$ cat src/rtl/mul_pkg.sv
// Shared types and helpers for the shared-multiplier arbiter.
// Holds the FSM encoding, default sizes and the round-robin pick.
package mul_pkg;

  typedef enum logic [1:0] {
    IDLE,
    MUL,
    RESP
  } state_t;

  localparam int unsigned DEF_WIDTH   = 8;
  localparam int unsigned DEF_NUM_REQ = 4;

  // Rotate so rr_ptr sits at bit 0, take the lowest set bit,
  // then add rr_ptr back modulo n.
  function automatic logic [2:0] rr_pick(
    input logic [7:0]  valid,
    input logic [2:0]  ptr,
    input int unsigned n
  );
    logic [7:0]  mask;
    logic [7:0]  v;
    logic [15:0] wide;
    logic [7:0]  rot;
    logic [2:0]  idx;
    mask = 8'((16'd1 << n) - 16'd1);
    v    = valid & mask;
    wide = {8'h00, v};
    rot  = 8'((wide >> ptr) | (wide << (n - int'(ptr)))) & mask;
    idx  = '0;
    for (int i = 7; i >= 0; i--)
      if (rot[i]) idx = 3'(i);
    return 3'((int'(idx) + int'(ptr)) % n);
  endfunction

endpackage

$ cat src/rtl/mul_array_comb.sv
// Combinational WIDTH x WIDTH unsigned multiplier.
// Sums shifted partial products gated by each multiplier bit.
module mul_array_comb #(
  parameter int unsigned WIDTH = 8
) (
  input  logic [WIDTH-1:0]   a,
  input  logic [WIDTH-1:0]   b,
  output logic [2*WIDTH-1:0] p
);

  logic [2*WIDTH-1:0] a_ext;

  assign a_ext = {{WIDTH{1'b0}}, a};

  always_comb begin
    p = '0;
    for (int i = 0; i < int'(WIDTH); i++)
      if (b[i]) p = p + (a_ext << i);
  end

endmodule

$ cat src/rtl/mul_share_arbiter.sv
// Round-robin share of one multiplier among NUM_REQ requesters.
// Capture, multiply, then hold the tagged result until consumed.
module mul_share_arbiter
  import mul_pkg::*;
#(
  parameter int unsigned NUM_REQ = DEF_NUM_REQ,
  parameter int unsigned WIDTH   = DEF_WIDTH,
  localparam int unsigned IDW    = $clog2(NUM_REQ)
) (
  input  logic                     clk,
  input  logic                     rst,
  input  logic [NUM_REQ-1:0]       req_valid,
  output logic [NUM_REQ-1:0]       req_ready,
  input  logic [NUM_REQ*WIDTH-1:0] req_a,
  input  logic [NUM_REQ*WIDTH-1:0] req_b,
  output logic                     resp_valid,
  input  logic                     resp_ready,
  output logic [2*WIDTH-1:0]       resp_product,
  output logic [IDW-1:0]           resp_id
);

  state_t             state;
  logic [IDW-1:0]     rr_ptr;
  logic [IDW-1:0]     id_q;
  logic [IDW-1:0]     grant;
  logic [IDW-1:0]     next_ptr;
  logic [WIDTH-1:0]   op_a;
  logic [WIDTH-1:0]   op_b;
  logic [2*WIDTH-1:0] prod;
  logic               take;

  assign grant = IDW'(rr_pick(8'(req_valid), 3'(rr_ptr), NUM_REQ));
  assign take  = !rst && (state == IDLE) && (|req_valid);

  assign next_ptr = (grant == IDW'(NUM_REQ - 1)) ? '0
                                                 : grant + 1'b1;

  always_comb begin
    req_ready = '0;
    if (take) req_ready[grant] = 1'b1;
  end

  mul_array_comb #(
    .WIDTH (WIDTH)
  ) u_mul (
    .a (op_a),
    .b (op_b),
    .p (prod)
  );

  always_ff @(posedge clk) begin
    if (rst) begin
      state        <= IDLE;
      rr_ptr       <= '0;
      id_q         <= '0;
      op_a         <= '0;
      op_b         <= '0;
      resp_valid   <= 1'b0;
      resp_product <= '0;
      resp_id      <= '0;
    end else begin
      unique case (state)
        IDLE: begin
          if (take) begin
            op_a   <= req_a[grant*WIDTH +: WIDTH];
            op_b   <= req_b[grant*WIDTH +: WIDTH];
            id_q   <= grant;
            rr_ptr <= next_ptr;
            state  <= MUL;
          end
        end
        MUL: begin
          resp_product <= prod;
          resp_id      <= id_q;
          resp_valid   <= 1'b1;
          state        <= RESP;
        end
        RESP: begin
          if (resp_ready) begin
            resp_valid <= 1'b0;
            state      <= IDLE;
          end
        end
        default: state <= IDLE;
      endcase
    end
  end

endmodule
$ cat config.mk
export PLATFORM = sky130hd
export DESIGN_NAME = mul_share_arbiter
export DESIGN_NICKNAME = d
export VERILOG_FILES = /design/src/rtl/mul_pkg.sv /design/src/rtl/mul_array_comb.sv /design/src/rtl/mul_share_arbiter.sv
export SDC_FILE = /design/constraint.sdc
export NUM_CORES = 1
export LEC_CHECK = 0
export ABC_CLOCK_PERIOD_IN_PS = 8100
export BUFFER_PORTS_ARGS = -buffer_cell sky130_fd_sc_hd__buf_4
export CORE_ASPECT_RATIO = 1.1
export CORE_MARGIN = 8
export CORE_UTILIZATION = 50
export CTS_BUF_LIST = sky130_fd_sc_hd__clkbuf_8
export DETAILED_ROUTE_END_ITERATION = 16
export GPL_ROUTABILITY_DRIVEN = 0
export GPL_TIMING_DRIVEN = 0
export HOLD_SLACK_MARGIN = 0.08
export PLACE_DENSITY = 0.86
export SYNTH_ARGS = -nofsm -noshare
export SYNTH_HDL_FRONTEND = slang
export SYNTH_SLANG_ARGS = --single-unit
export TNS_END_PERCENT = 100
$ cat constraint.sdc
create_clock -name clk -period 8.1 [get_ports clk]
set_input_delay 0 -clock clk [delete_from_list [all_inputs] [get_ports clk]]
set_output_delay 0 -clock clk [all_outputs]
set_load 0.005 [all_outputs]
Yosys cells after proc, flatten, opt, wreduce, memory -nomap -nowiden
Cells that the tools add are included.

Add/subtract/negate cells: 10. $mul: 0. Div/mod/pow operators: 0. $lt $le $gt $ge: 2. Eq/ne operators: 5. Shift operators: 4. Muxes and demuxes: 21. Bitwise operators: 1. Reduce and logical (&&, ||, !) cells: 10.

Operators by type and width (count): $mux W16 (7); $shiftx A32 B6 Y8 (2); $shl A4 B32 Y4 (1); $add A16 B10 Y16 (1); $add A16 B11 Y16 (1); $add A16 B12 Y16 (1); $add A16 B13 Y16 (1); $add A16 B14 Y16 (1); $add A16 B15 Y16 (1); $add A16 B9 Y16 (1); $mux W2 (7); $mux W8 (1); $pmux W2 S3 (1); $reduce_and A2 Y1 (3); $eq A2 B2 Y1 const B (2); $mux W4 (1); $ne A2 B2 Y1 const B (2); $or A4 B4 Y4 (1); $reduce_or A4 Y1 (1); $shr A4 B2 Y4 (1); $sub A3 B2 Y4 const A (1); $logic_and A1 B1 Y1 (3); $lt A2 B3 Y1 const B (1); $add A2 B1 Y2 const B (1); 9 further kinds (10).

Flip-flop bits (word level): 41. Bits in latches: 0. RAM bits: 0. Bits in read-only memories: 0. Bits of input ports: 71. Logic and storage cells: 61. Memories: 0.

Logic depth before layout (Yosys ltp)
Gate-level depths: netlist (run 1).

Word-level depth: 15. Gate-level depth with buffers: 49.

Hierarchy
Synthesis (run 1) repeated with hierarchy kept, for this count alone.

Cells, all modules: 716. Area, all modules: 5637.9 sq um.

By module, submodules not included: mul_array_comb (times used 1, cells an instance 448, area an instance 3285.7 sq um); mul_share_arbiter (times used 1, cells an instance 268, area an instance 2352.3 sq um).

Least setup slack after synthesis (run 1)
Ideal clock, no wire load.

Path kind: reg-to-reg. Start: reg op_a[2]. End: reg resp_product[14]. Data arrival time: 8556 ps. Slack: -531 ps. Stages on the path, launching flop included: 45. Buffers on the path: 2. Clock period less this slack: 8631 ps. Cells stage by stage: dfxtp_1 buf_4 nand2_1 inv_1 ha_1 a21o_1 maj3_1 o21ai_1 nand2b_1 xnor2_1 nand2_1 o21ai_0 ha_1 clkbuf_1 nor4_1 o21ai_0 and3_1 o21ai_0 (+9 left out) o21a_1 nor2_1 mux2_2 ha_1 xnor2_1 nor2_1 a311o_1 ha_1 or2_2 nand2_1 mux2_2 o21a_1 ha_1 o21a_1 o31a_1 o21a_1 or4_1 a31oi_1.

Word-level cells in the longest chain between the ends: 15.

RTL lines: from (decl) (line mul_share_arbiter.sv:27) `logic [WIDTH-1:0] op_a;`; from (signal assigned) (line mul_share_arbiter.sv:65) `op_a <= req_a[grant*WIDTH +: WIDTH];`; $mux W8 (line mul_array_comb.sv:18) `if (b[i]) p = p + (a_ext << i);`; $add A16 B9 Y16 (line mul_array_comb.sv:18); $mux W16 (line mul_array_comb.sv:18); $add A16 B10 Y16 (line mul_array_comb.sv:18); $mux W16 (line mul_array_comb.sv:18); $add A16 B11 Y16 (line mul_array_comb.sv:18); $mux W16 (line mul_array_comb.sv:18); $add A16 B12 Y16 (line mul_array_comb.sv:18); $mux W16 (line mul_array_comb.sv:18); $add A16 B13 Y16 (line mul_array_comb.sv:18); $mux W16 (line mul_array_comb.sv:18); $add A16 B14 Y16 (line mul_array_comb.sv:18); $mux W16 (line mul_array_comb.sv:18); $add A16 B15 Y16 (line mul_array_comb.sv:18); $mux W16 (*) (line mul_array_comb.sv:18); to (signal assigned) (line mul_share_arbiter.sv:73) `resp_product <= prod;`; to (decl) (line mul_share_arbiter.sv:18) `output logic [2*WIDTH-1:0] resp_product,`.

Every way passes the cells marked *; elsewhere a longest branch is shown, timed or not. A chain may end at the register's enable or synchronous reset.

Worst setup path after layout (run 1)
Start: reg op_b[0]. End: reg resp_product[14].

Word-level cells in the longest chain between the ends: 15.

RTL lines: from (decl) (line mul_share_arbiter.sv:28) `logic [WIDTH-1:0] op_b;`; from (signal assigned) (line mul_share_arbiter.sv:66) `op_b <= req_b[grant*WIDTH +: WIDTH];`; $mux W8 (*) (line mul_array_comb.sv:18); $add A16 B9 Y16 (line mul_array_comb.sv:18); $mux W16 (*) (line mul_array_comb.sv:18); $add A16 B10 Y16 (line mul_array_comb.sv:18); $mux W16 (*) (line mul_array_comb.sv:18); $add A16 B11 Y16 (line mul_array_comb.sv:18); $mux W16 (*) (line mul_array_comb.sv:18); $add A16 B12 Y16 (line mul_array_comb.sv:18); $mux W16 (*) (line mul_array_comb.sv:18); $add A16 B13 Y16 (line mul_array_comb.sv:18); $mux W16 (*) (line mul_array_comb.sv:18); $add A16 B14 Y16 (line mul_array_comb.sv:18); $mux W16 (*) (line mul_array_comb.sv:18); $add A16 B15 Y16 (line mul_array_comb.sv:18); $mux W16 (*) (line mul_array_comb.sv:18).

Marks and branches as above.

==> results of run 1 <==
==> path summary, 6_finish.rpt <==
kind                            depth (start not counted)             from                to  slack [ns]
worst max-delay path                                   46          op_b[0]  resp_product[14]       -1.28
worst min-delay path                                    3         req_b[5]           op_b[5]        0.12
worst max register to register                         46          op_b[0]  resp_product[14]       -1.28
worst min register to register                          2  resp_product[2]   resp_product[2]        0.48
==> logic make-up after synthesis <==
group | synth area share (%)
AO/OA/AOI/OAI | 28.8
AND/OR/NAND/NOR | 18.0
adder cells (fa/ha/maj) | 17.6
buffers and inverters | 5.60
multiplexers | 10.1
flip-flops | 15.2
XOR/XNOR | 4.72
==> state kept, by name, indices dropped and copies added, names as in the netlist <==
name and count:
op_b 8, op_a 8, id_q 2, resp_id 2
resp_product 16, resp_valid 1, rr_ptr 2, state 2
==> stage by stage <==
step	area [um2]	TNS (ns)	power, uW	hold WS [ns]
after global routing	8370	-8.71	4410	0.104
after floorplan	5600	0	2070	0.200
after global placement	6470	-3.38	2510	0.307
after detailed placement	6470	-3.49	2560	0.313
final	8370	-7.32	4270	0.121
after CTS	7860	-0.226	3290	0.0811
==> routing by layer <==
metal	GRT usage, %	vias to the layer above
met2	51.2	807
met4	24.9	2
met3	7.80	345
met1	32.1	3479
met5	0	-
li1	-	3010
==> placed cells by master (no fill, tap or decap), types with 16 or more instances in the layout <==
| cell | Yosys | layout |
|---|---|---|
| inv_1 | 35 | 31 |
| buf_4 | 2 | 183 |
| mux2i_1 | 40 | 40 |
| dfxtp_1 | 41 | 32 |
| ha_1 | 64 | 30 |
| ha_4 | 0 | 25 |
| nor2_1 | 57 | 55 |
| o21a_1 | 17 | 16 |
| a21oi_1 | 48 | 29 |
| a21o_1 | 16 | 16 |
| nand2_1 | 63 | 58 |
| dlygate4sd3_1 | 0 | 48 |
| a21oi_2 | 0 | 16 |
| o221ai_1 | 19 | 17 |
==> power by group <==
part	total [uW]	switching, uW	internal [uW]	leakage [uW]
registers	473	199	274	0.000341
clock network	141	80.8	59.7	0.0000439
logic	3660	1930	1730	0.00335
total	4270	2210	2060	0.00373
==> worst min-delay path, stage by stage <==
cell and delay (ns):
buf_4 0.08, mux2i_1 0.09, o221ai_1 0.23
==> what timing repair did <==
item / 4_1_cts / 5_1_grt
endpoints found under the hold margin: 18 / 0
setup endpoints to repair: 7 / 8
resized for setup: 79 / 58
pin swaps: 46 / 53
cloned: 0 / 0
buffers inserted: 66 / 28
hold buffers: 48 / 0
==> final cells by class <==
type                            count  area, um2  share of cell area (%)
Clock inverter                      3       17.5                   0.209
Timing Repair Buffer              234       1890                    22.6
Multi-Input combinational cell    575       5060                    60.5
Tap cell                          147        184                    2.20
Sequential cell                    41        840                    10.0
Clock buffer                        5       68.8                   0.822
Buffer                             26        160                    1.91
Inverter                           37        144                    1.72
==> run summary, run 1 <==
Layout fillers = 570
# clock sinks = 41
Final Hold Fails = 0
Sequential fraction of the synthesis area = 15.2%
Crit path max-delay cell type = mux2i_1
Crit. End Element = flop
CP Launch Type = flop
Core Util, Final = 78.2%
Leakage Power = 0.00373 uW
DRT Wirelength = 28.8 mm
CTS Buffer Depth = 2
Initial core utilization = 50.5%
All-Layer GR Usage = 30.8%
Critical Path Most Common Cell = buf_4
Max-slew violation count = 0
Clk slew on worst S/H paths = 0.10 ns
Hpwl dp = 12.9 mm
Cell family with most CP delay = compound AO/OA/AOI/OAI gates
HP Class = in2reg
Post-synth EDFFs = 0
Die area = 14400 um2
Routed len/inst = 26.9 um
Clock tree from TritonCTS = yes
Num CTS Buffers = 5
Vias in the first global route = 7252
Ant. Diodes = 0
VDD IR-drop max = 0.294 mV
Critical setup path kind = reg2reg
Syn avg cell area = 7.93 um2
# rows = 40
CP max stage delay = 0.58 ns
Final Non-Filler Cells = 1068
Max Used Layer = met5
Worst slew pin tran = 1.29 ns
Vias per Instance = 7.16
Mapped Area = 5410 um2
Post-Place Worst Slack = -0.841 ns
Max Fclk = 107 MHz
Clk root buf = clkbuf_8
IO Pins = 94
Routed via count = 7643
Status = finished with violations
Initial antenna violation count = 1
Synth Net Count = 824
Yosys warnings = 0
Asr flop ratio synth = 0%
Overflow after GRT = 0
DR WL met2 = 12.9 mm
DR iter-0 viols = 1013
Layout cell share with drive strength beyond 1 = 38.0%
Max cap viols = 0
Synth Instances = 682
Critical path buffers and inverters = 14
Area share of the largest cell type after synthesis = 15.2%
Placed Instances = 921
Synth cell count leaders = 64 x ha_1, 63 x nand2_1, 57 x nor2_1
Core Area = 10700 um2
P&R area growth vs syn = 54.9%
Ys flop type = dfxtp_1
# port buffers = 92
Initial DRT Pass Iterations = 8
WL met1 = 9.04 mm
Final Skew = 0.0191 ns
Critical Path AT = 9.60 ns
PnR worst setup slack = -1.28 ns
Clock Latency Late Sink = 0.31 ns
RSZ-0062 raised after global routing = true
Post-synth cell types = 75
Setup Viol. Count Final = 9
Failing checks = negative setup slack
# nets final = 1062
Max_slew headroom = 12.8%
Worst-path fanout max = 8
Htree depth = 2
Largest net degree at the start of global routing = 14
Synth area leaders = dfxtp_1 15%, ha_1 15%, mux2i_1 7.4%
Die Y = 125 um
Final critical-path share of the clock period = 116%
Register bit total from synthesis = 41
Die X = 115 um
Pwr/cell area = 510 nW/um2
Residual DRC = 0
Crit path time final = 9.38 ns
DR WL met3 = 3.77 mm
Global-route wire length before repair = 35.8 mm
Post-route ant nets = 0
WP data required = 8.32 ns
Cell taking the most area after synthesis = dfxtp_1
Count leader, synth = ha_1
(Power assumes the default switching activity.)
==> run 2: changes to the inputs <==
BUFFER_PORTS_ARGS = -buffer_cell sky130_fd_sc_hd__buf_2   (was -buffer_cell sky130_fd_sc_hd__buf_4)
==> run 2 against run 1 <==
Effect of this change:
- the flow still finishes with violations (negative setup slack)
- critical path depth is 6 lower
- cell count decreased by 1.3%
- clock-buffer cell count stayed put
- critical endpoint unchanged
==> run summary, run 2 (synthesis gave the netlist of run 1 again) <==
Worst slew pin tran = 0.848 ns (was 1.29 ns)
Clk slew on worst S/H paths = 0.09 ns (was 0.10 ns)
Routed len/inst = 24.9 um (was 26.9 um)
CTS Buffer Depth = 2 (unchanged)
Global-route wire length before repair = 35.4 mm (was 35.8 mm)
Final Skew = 0.00833 ns (was 0.0191 ns)
Clock tree from TritonCTS = yes (unchanged)
Max cap viols = 0 (unchanged)
VDD IR-drop max = 0.368 mV (was 0.294 mV)
Hold depth = 3 (unchanged)
All-Layer GR Usage = 30.5% (was 30.8%)
Ant. Diodes = 0 (unchanged)
DRT Wirelength = 26.2 mm (was 28.8 mm)
Max Fclk = 112 MHz (was 107 MHz)
# rows = 40 (unchanged)
# nets final = 1048 (was 1062)
Setup TNS = -3.63 ns (was -7.32 ns)
PnR Total Power = 4030 uW (was 4270 uW)
Layout cell share with drive strength beyond 1 = 36.8% (was 38.0%)
Crit path time final = 8.92 ns (was 9.38 ns)
# clock sinks = 41 (unchanged)
Reg2Reg Capture Point = resp_product[14] (unchanged)
Most frequent cells in the layout = 95 x buf_2, 77 x buf_4, 56 x nor2_1, 55 x nand2_1, 48 x dlygate4sd3_1 (was 183 x buf_4, 58 x nand2_1, 55 x nor2_1, 48 x dlygate4sd3_1, 40 x mux2i_1)
Critical path buffers and inverters = 1 (was 14)
IO Pins = 94 (unchanged)
RSZ-0062 raised after global routing = true (unchanged)
Post-route ant nets = 0 (unchanged)
Die Y = 125 um (unchanged)
# port buffers = 92 (unchanged)
Clk root buf = clkbuf_8 (unchanged)
Setup Viol. Count Final = 7 (was 9)
Residual DRC = 0 (unchanged)
RR Startpoint = op_a[0] (was op_b[0])
Cell family with most CP delay = compound AO/OA/AOI/OAI gates (unchanged)
Initial DRT Pass Iterations = 9 (was 8)
Largest net degree at the start of global routing = 14 (unchanged)
Leakage Power = 0.00361 uW (was 0.00373 uW)
PnR worst setup slack = -0.818 ns (was -1.28 ns)
Max-slew violation count = 0 (unchanged)
Worst hold start = req_b[5] (unchanged)
Vias per Instance = 6.92 (was 7.16)
P&R area growth vs syn = 48.1% (was 54.9%)
Clock Latency Late Sink = 0.30 ns (was 0.31 ns)
Num CTS Buffers = 5 (unchanged)
Critical Path AT = 9.14 ns (was 9.60 ns)
CP max stage delay = 0.50 ns (was 0.58 ns)
Biggest registers after layout = resp_product: 16 flops, op_a: 8 flops, op_b: 8 flops (unchanged)
Vias in the first global route = 7063 (was 7252)
Failing checks = negative setup slack (unchanged)
Initial core utilization = 50.5% (unchanged)
Crit path max-delay cell type = dfxtp_1 (was mux2i_1)
Number of flip-flops in the largest register = 16 (unchanged)
HP Class = in2reg (unchanged)
DR iter-0 viols = 965 (was 1013)
Design area = 8010 um2 (was 8370 um2)
Critical Path Start = op_a[0] (was op_b[0])
Worst reg2reg setup slack = -0.82 ns (was -1.28 ns)
Die X = 115 um (unchanged)
CP Launch Type = flop (unchanged)
Core Area = 10700 um2 (unchanged)
Final critical-path share of the clock period = 110% (was 116%)
Initial antenna violation count = 1 (unchanged)
Overflow after GRT = 0 (unchanged)
Critical Path Most Common Cell = ha_4 (was buf_4)
Worst hold margin = 0.166 ns (was 0.121 ns)
Largest Register = resp_product (unchanged)
Commonest non-fill, non-tap cell in the layout = buf_2 (was buf_4)
Endpoint, Worst Hold = op_b[5] (unchanged)
Max_slew headroom = 42.7% (was 12.8%)
Status = finished with violations (unchanged)
Routed via count = 7289 (was 7643)
Die area = 14400 um2 (unchanged)
Worst reg-to-reg path cell count = 40 (was 46)
Post-DP Area = 6240 um2 (was 6470 um2)
Critical setup path kind = reg2reg (unchanged)
Hpwl dp = 12.8 mm (was 12.9 mm)
WP data required = 8.32 ns (about the same)
Pwr/cell area = 504 nW/um2 (was 510 nW/um2)
Worst-path fanout max = 9 (was 8)
Final Hold Fails = 0 (unchanged)
Htree depth = 2 (unchanged)
Crit. End Element = flop (unchanged)
[run 2: cell types whose count changed in the layout (fill, tap and decap cells not counted), moves of 2 or more]
cell      change
xnor2_1       -2
o21ai_2       +4
buf_4       -106
o21ai_0       -2
nand2_1       -3
o21ai_1       -3
inv_2         +2
ha_1          +4
o21bai_1      +2
nand2_2       +3
ha_2          -3
buf_2        +92
inv_4         -2
[run 2: worst min-delay path, delay by kind of cell]
family / cells / cell delay (ns)
compound gates: 1 / 0.25
mux: 1 / 0.10
buf+inv: 1 / 0.08
[run 2: how the worst max path moves through the flow]
| stage | endpoint | slack, ns | cells after the start |
|---|---|---|---|
| final | resp_product[14] | -0.82 | 40 |
| after global routing | resp_product[14] | -1.09 | 43 |
| after CTS | resp_product[14] | -0.27 | 40 |
| after detailed placement | resp_product[14] | -0.85 | 43 |
| after global placement | resp_product[14] | -0.85 | 43 |
| after floorplan | resp_product[14] | 0.002 | 44 |
[run 2: repair_timing]
action / 4_1_cts / 5_1_grt
endpoints found under the hold margin: 17 / 0
pin swaps: 44 / 38
setup buffers: 58 / 21
resized for setup: 69 / 67
endpoints found under the setup margin: 7 / 8
gates cloned: 0 / 0
hold buffers: 48 / 0
[run 2: area by class of cell]
class | instances | area, um2
multi-input cells | 575 | 5050
flip-flops and latches | 41 | 838
repair buffers | 219 | 1550
well taps | 147 | 184
fillers | 606 | 2700
clock buffers | 5 | 68.8
plain buffers | 27 | 165
clock inverters | 3 | 17.5
inverters | 37 | 139
[run 2: metrics by stage]
| stage | std cells | util [%] | worst slack [ns] |
|---|---|---|---|
| 6_report | 1054 | 74.8 | -0.818 |
| 2_1_floorplan | 682 | - | 0.00158 |
| 4_1_cts | 1033 | 70.2 | -0.272 |
| 3_3_place_gp | 921 | 58.3 | -0.846 |
| 5_1_grt | 1054 | 74.8 | -1.09 |
| 3_5_place_dp | 921 | 58.3 | -0.855 |
[run 2: report_power, final]
part           internal [uW]  switching (uW)  leakage, uW
clock network           59.7            80.8    0.0000439
registers                273             188     0.000341
logic                   1640            1790      0.00323
total                   1980            2060      0.00361
[run 2: layer usage]
metal | share of wire (%) | vias up | track usage (%)
li1 | - | 2973 | -
met2 | 45 | 756 | 51.7
met4 | 10 | 2 | 20.8
met5 | 0.042 | - | 0
met1 | 33 | 3266 | 32.2
met3 | 12 | 292 | 7.99
==> run 3: changes to the inputs <==
ABC_AREA = 1   (was default)
PLACE_DENSITY = 0.87   (was 0.86)
==> run 3 against run 2 <==
Effect of this change:
- the flow still finishes with violations (negative setup slack)
- synthesized cell count rose by 26%
- fmax rose by 9.8%
- die area fell by 3.2%
- routed wire length fell by 27%
- first-iteration DRC count fell by 36%
- worst hold slack got worse by 0.079 ns
- via count fell by 8.7%
- global-route usage fell by 8.0 points
- clock-buffer cell count did not move
- register-to-register slack improved by 0.80 ns
- clock skew rose by 0.0023 ns
- cell count rose by 5.9%
==> run summary, run 3 <==
Status = finished with violations (unchanged)
Failing checks = negative setup slack (unchanged)
Largest net degree at the start of global routing = 14 (unchanged)
Setup Viol. Count Final = 1 (was 7)
Post-Place Worst Slack = -0.860 ns (was -0.855 ns)
Synth area leaders = dfxtp_1 16%, ha_1 15%, nand2_1 13% (was dfxtp_1 15%, ha_1 15%, mux2i_1 7.4%)
# port buffers = 92 (unchanged)
Pint = 902 uW (was 1980 uW)
Clk slew on worst S/H paths = 0.08 ns (was 0.09 ns)
Switching Power = 1000 uW (was 2060 uW)
Vias in the first global route = 5938 (was 7063)
Initial core utilization = 50.8% (was 50.5%)
Final Skew = 0.0106 ns (was 0.00833 ns)
Worst-path fanout max = 10 (was 9)
Die Y = 123 um (was 125 um)
# nets final = 1134 (was 1048)
Max-slew violation count = 0 (unchanged)
# clock sinks = 41 (unchanged)
Overflow after GRT = 0 (unchanged)
CTS Buffer Depth = 2 (unchanged)
Footprint of the multi-input gates = 4510 um2 (was 5050 um2)
Clk pwr share = 9.2% (was 3.5%)
Cell taking the most area after synthesis = dfxtp_1 (unchanged)
Num CTS Buffers = 5 (unchanged)
Max Fclk = 123 MHz (was 112 MHz)
Initial antenna violation count = 0 (was 1)
Clock Latency Late Sink = 0.32 ns (was 0.30 ns)
Asr flop ratio synth = 0% (unchanged)
Htree depth = 2 (unchanged)
Part of the power in registers = 15.9% (was 11.4%)
Synth Net Count = 1000 (was 824)
VDD IR-drop max = 0.275 mV (was 0.368 mV)
WP data required = 8.29 ns (was 8.32 ns)
Register bit total from synthesis = 41 (unchanged)
Number of flip-flops in the largest register = 16 (unchanged)
Yosys warnings = 0 (unchanged)
Layout fillers = 778 (was 606)
CP Launch Type = flop (unchanged)
Critical Path AT = 8.31 ns (was 9.14 ns)
PnR worst setup slack = -0.0190 ns (was -0.818 ns)
Clk root buf = clkbuf_8 (unchanged)
HP Class = in2reg (unchanged)
CP max stage delay = 0.52 ns (was 0.50 ns)
Cell family with most CP delay = simple AND/OR/NAND/NOR gates (was compound AO/OA/AOI/OAI gates)
Mapped Area = 5210 um2 (was 5410 um2)
Switch share = 52.6% (was 51.0%)
DR iter-0 viols = 614 (was 965)
# rows = 39 (was 40)
Pwr/cell area = 277 nW/um2 (was 504 nW/um2)
Biggest registers after layout = resp_product: 16 flops, op_a: 8 flops, op_b: 8 flops (unchanged)
Largest Register = resp_product (unchanged)
Vias per Instance = 5.96 (was 6.92)
All-Layer GR Usage = 22.4% (was 30.5%)
Routed len/inst = 17.3 um (was 24.9 um)
Most frequent cells in the layout = 165 x nand2_1, 108 x nor2_1, 93 x buf_2, 92 x inv_1, 75 x nand3_1 (was 95 x buf_2, 77 x buf_4, 56 x nor2_1, 55 x nand2_1, 48 x dlygate4sd3_1)
Worst hold margin = 0.0874 ns (was 0.166 ns)
Commonest non-fill, non-tap cell in the layout = nand2_1 (was buf_2)
Sequential fraction of the synthesis area = 15.8% (was 15.2%)
Routed via count = 6655 (was 7289)
Count leader, synth = nand2_1 (was ha_1)
Max_slew headroom = 48.9% (was 42.7%)
Ys flop type = dfxtp_1 (unchanged)
Critical setup path kind = reg2reg (unchanged)
DRT Wirelength = 19.3 mm (was 26.2 mm)
Die X = 113 um (was 115 um)
Crit path max-delay cell type = fa_2 (was dfxtp_1)
Global-route wire length before repair = 26.0 mm (was 35.4 mm)
Logic gate share of total power = 75.0% (was 85.1%)
P&R area growth vs syn = 31.9% (was 48.1%)
Core Area = 10200 um2 (was 10700 um2)
Post-route ant nets = 0 (unchanged)
Leakage Power = 0.00337 uW (was 0.00361 uW)
Max cap viols = 0 (unchanged)
IO Pins = 94 (unchanged)
Die area = 13900 um2 (was 14400 um2)
Critical path buffers and inverters = 4 (was 1)
Initial DRT Pass Iterations = 7 (was 9)
Post-synth cell types = 41 (was 75)
Critical Path Most Common Cell = nand2_1 (was ha_4)
Area share of the largest cell type after synthesis = 15.8% (was 15.2%)
Hpwl dp = 12.2 mm (was 12.8 mm)
Layout cell share with drive strength beyond 1 = 29.5% (was 36.8%)
Synth Instances = 858 (was 682)
Reg area = 850 um2 (was 838 um2)
Clock tree from TritonCTS = yes (unchanged)
Crit. End Element = flop (unchanged)
Final critical-path share of the clock period = 100% (was 110%)
Crit path time final = 8.12 ns (was 8.92 ns)
Ant. Diodes = 0 (unchanged)
Final Hold Fails = 0 (unchanged)
Worst slew pin tran = 0.767 ns (was 0.848 ns)
Post-synth EDFFs = 0 (unchanged)
Residual DRC = 0 (unchanged)
Syn avg cell area = 6.07 um2 (was 7.93 um2)
Synth cell count leaders = 185 x nand2_1, 109 x nor2_1, 99 x inv_1 (was 64 x ha_1, 63 x nand2_1, 57 x nor2_1)
-- run 3: cell types whose count changed in the layout (fill, tap and decap cells not counted), sizes merged, moves of 47 or more --
cell,before,now
dlygate4sd3,48,1
nor2,58,109
nand3,5,86
buf,182,130
inv,35,102
nand2,63,187
-- run 3: kinds of logic (layout without fill, tap and decap cells) --
group                      after synthesis  after routing  share of synthesized area (%)
xor gates and xnor gates                19             19                           3.19
AOI/OAI and AO/OA                      172            172                           18.4
and+or+nand+nor                        422            422                           34.7
adders and majority gates               71             71                           18.1
DFF                                     41             41                           15.8
buffers and inverters                  133            268                           9.90
-- run 3: final timing paths --
kind	endpoint	cells past startpoint	slack [ns]	from
max reg2reg	resp_product[14]	50	-0.02	op_b[0]
min	op_a[7]	5	0.09	req_a[23]
min reg2reg	resp_product[6]	2	0.47	resp_product[6]
max	resp_product[14]	50	-0.02	op_b[0]
-- run 3: area by class of cell --
cell class	count	area share, %
inverter	104	5.72
multi-input combinational	684	65.6
buffer	29	1.88
clock inverter	3	0.619
tap	123	2.24
sequential	41	12.4
timing repair buffer	127	10.6
clock buffer	5	1.00
-- run 3: power groups by stage --
| stage | clock network (uW) | logic [uW] | registers, uW |
|---|---|---|---|
| 2_1_floorplan | 0 | 821 | 284 |
| 5_1_grt | 179 | 1550 | 304 |
| 6_report | 175 | 1430 | 302 |
| 4_1_cts | 173 | 1120 | 306 |
| 3_3_place_gp | 0 | 1030 | 307 |
| 3_5_place_dp | 0 | 1060 | 308 |
-- run 3: what timing repair did --
item | CTS | global route
endpoints found under the setup margin | 6 | 7
endpoints found under the hold margin | 2 | 0
gates resized for setup | 44 | 131
pin swaps | 8 | 56
hold buffers | 1 | 0
buffers inserted | 6 | 28
-- run 3: per-layer routing --
layer | wire (um) | track usage (%) | share of wire, %
met5 | 0 | 0 | 0
met2 | 9110 | 40.9 | 47
met3 | 1680 | 3.86 | 8.7
met4 | 1110 | 12.8 | 5.8
met1 | 7340 | 24.3 | 38
-- run 3: worst reg2reg max path: cells and delay by family, from the launching register on --
family / cells / cell delay, ns
adder cells (fa/ha/maj): 9 / 2.59
XOR/XNOR: 2 / 0.32
AND/OR/NAND/NOR: 22 / 2.69
buffers and inverters: 4 / 0.31
AO/OA/AOI/OAI: 13 / 1.71
flip-flops: 1 / 0.35
-- run 3: per-stage QoR --
stage	util (%)	instance area (um2)	std cells	setup TNS, ns	power [uW]
after detailed placement	56.8	5820	1073	-3.53	1370
final	67.0	6870	1116	-0.0190	1900
after floorplan	-	5210	858	0	1100
after CTS	59.8	6120	1088	-0.0335	1600
after global routing	67.0	6870	1116	-0.871	2040
after global placement	56.8	5820	1073	-2.71	1340
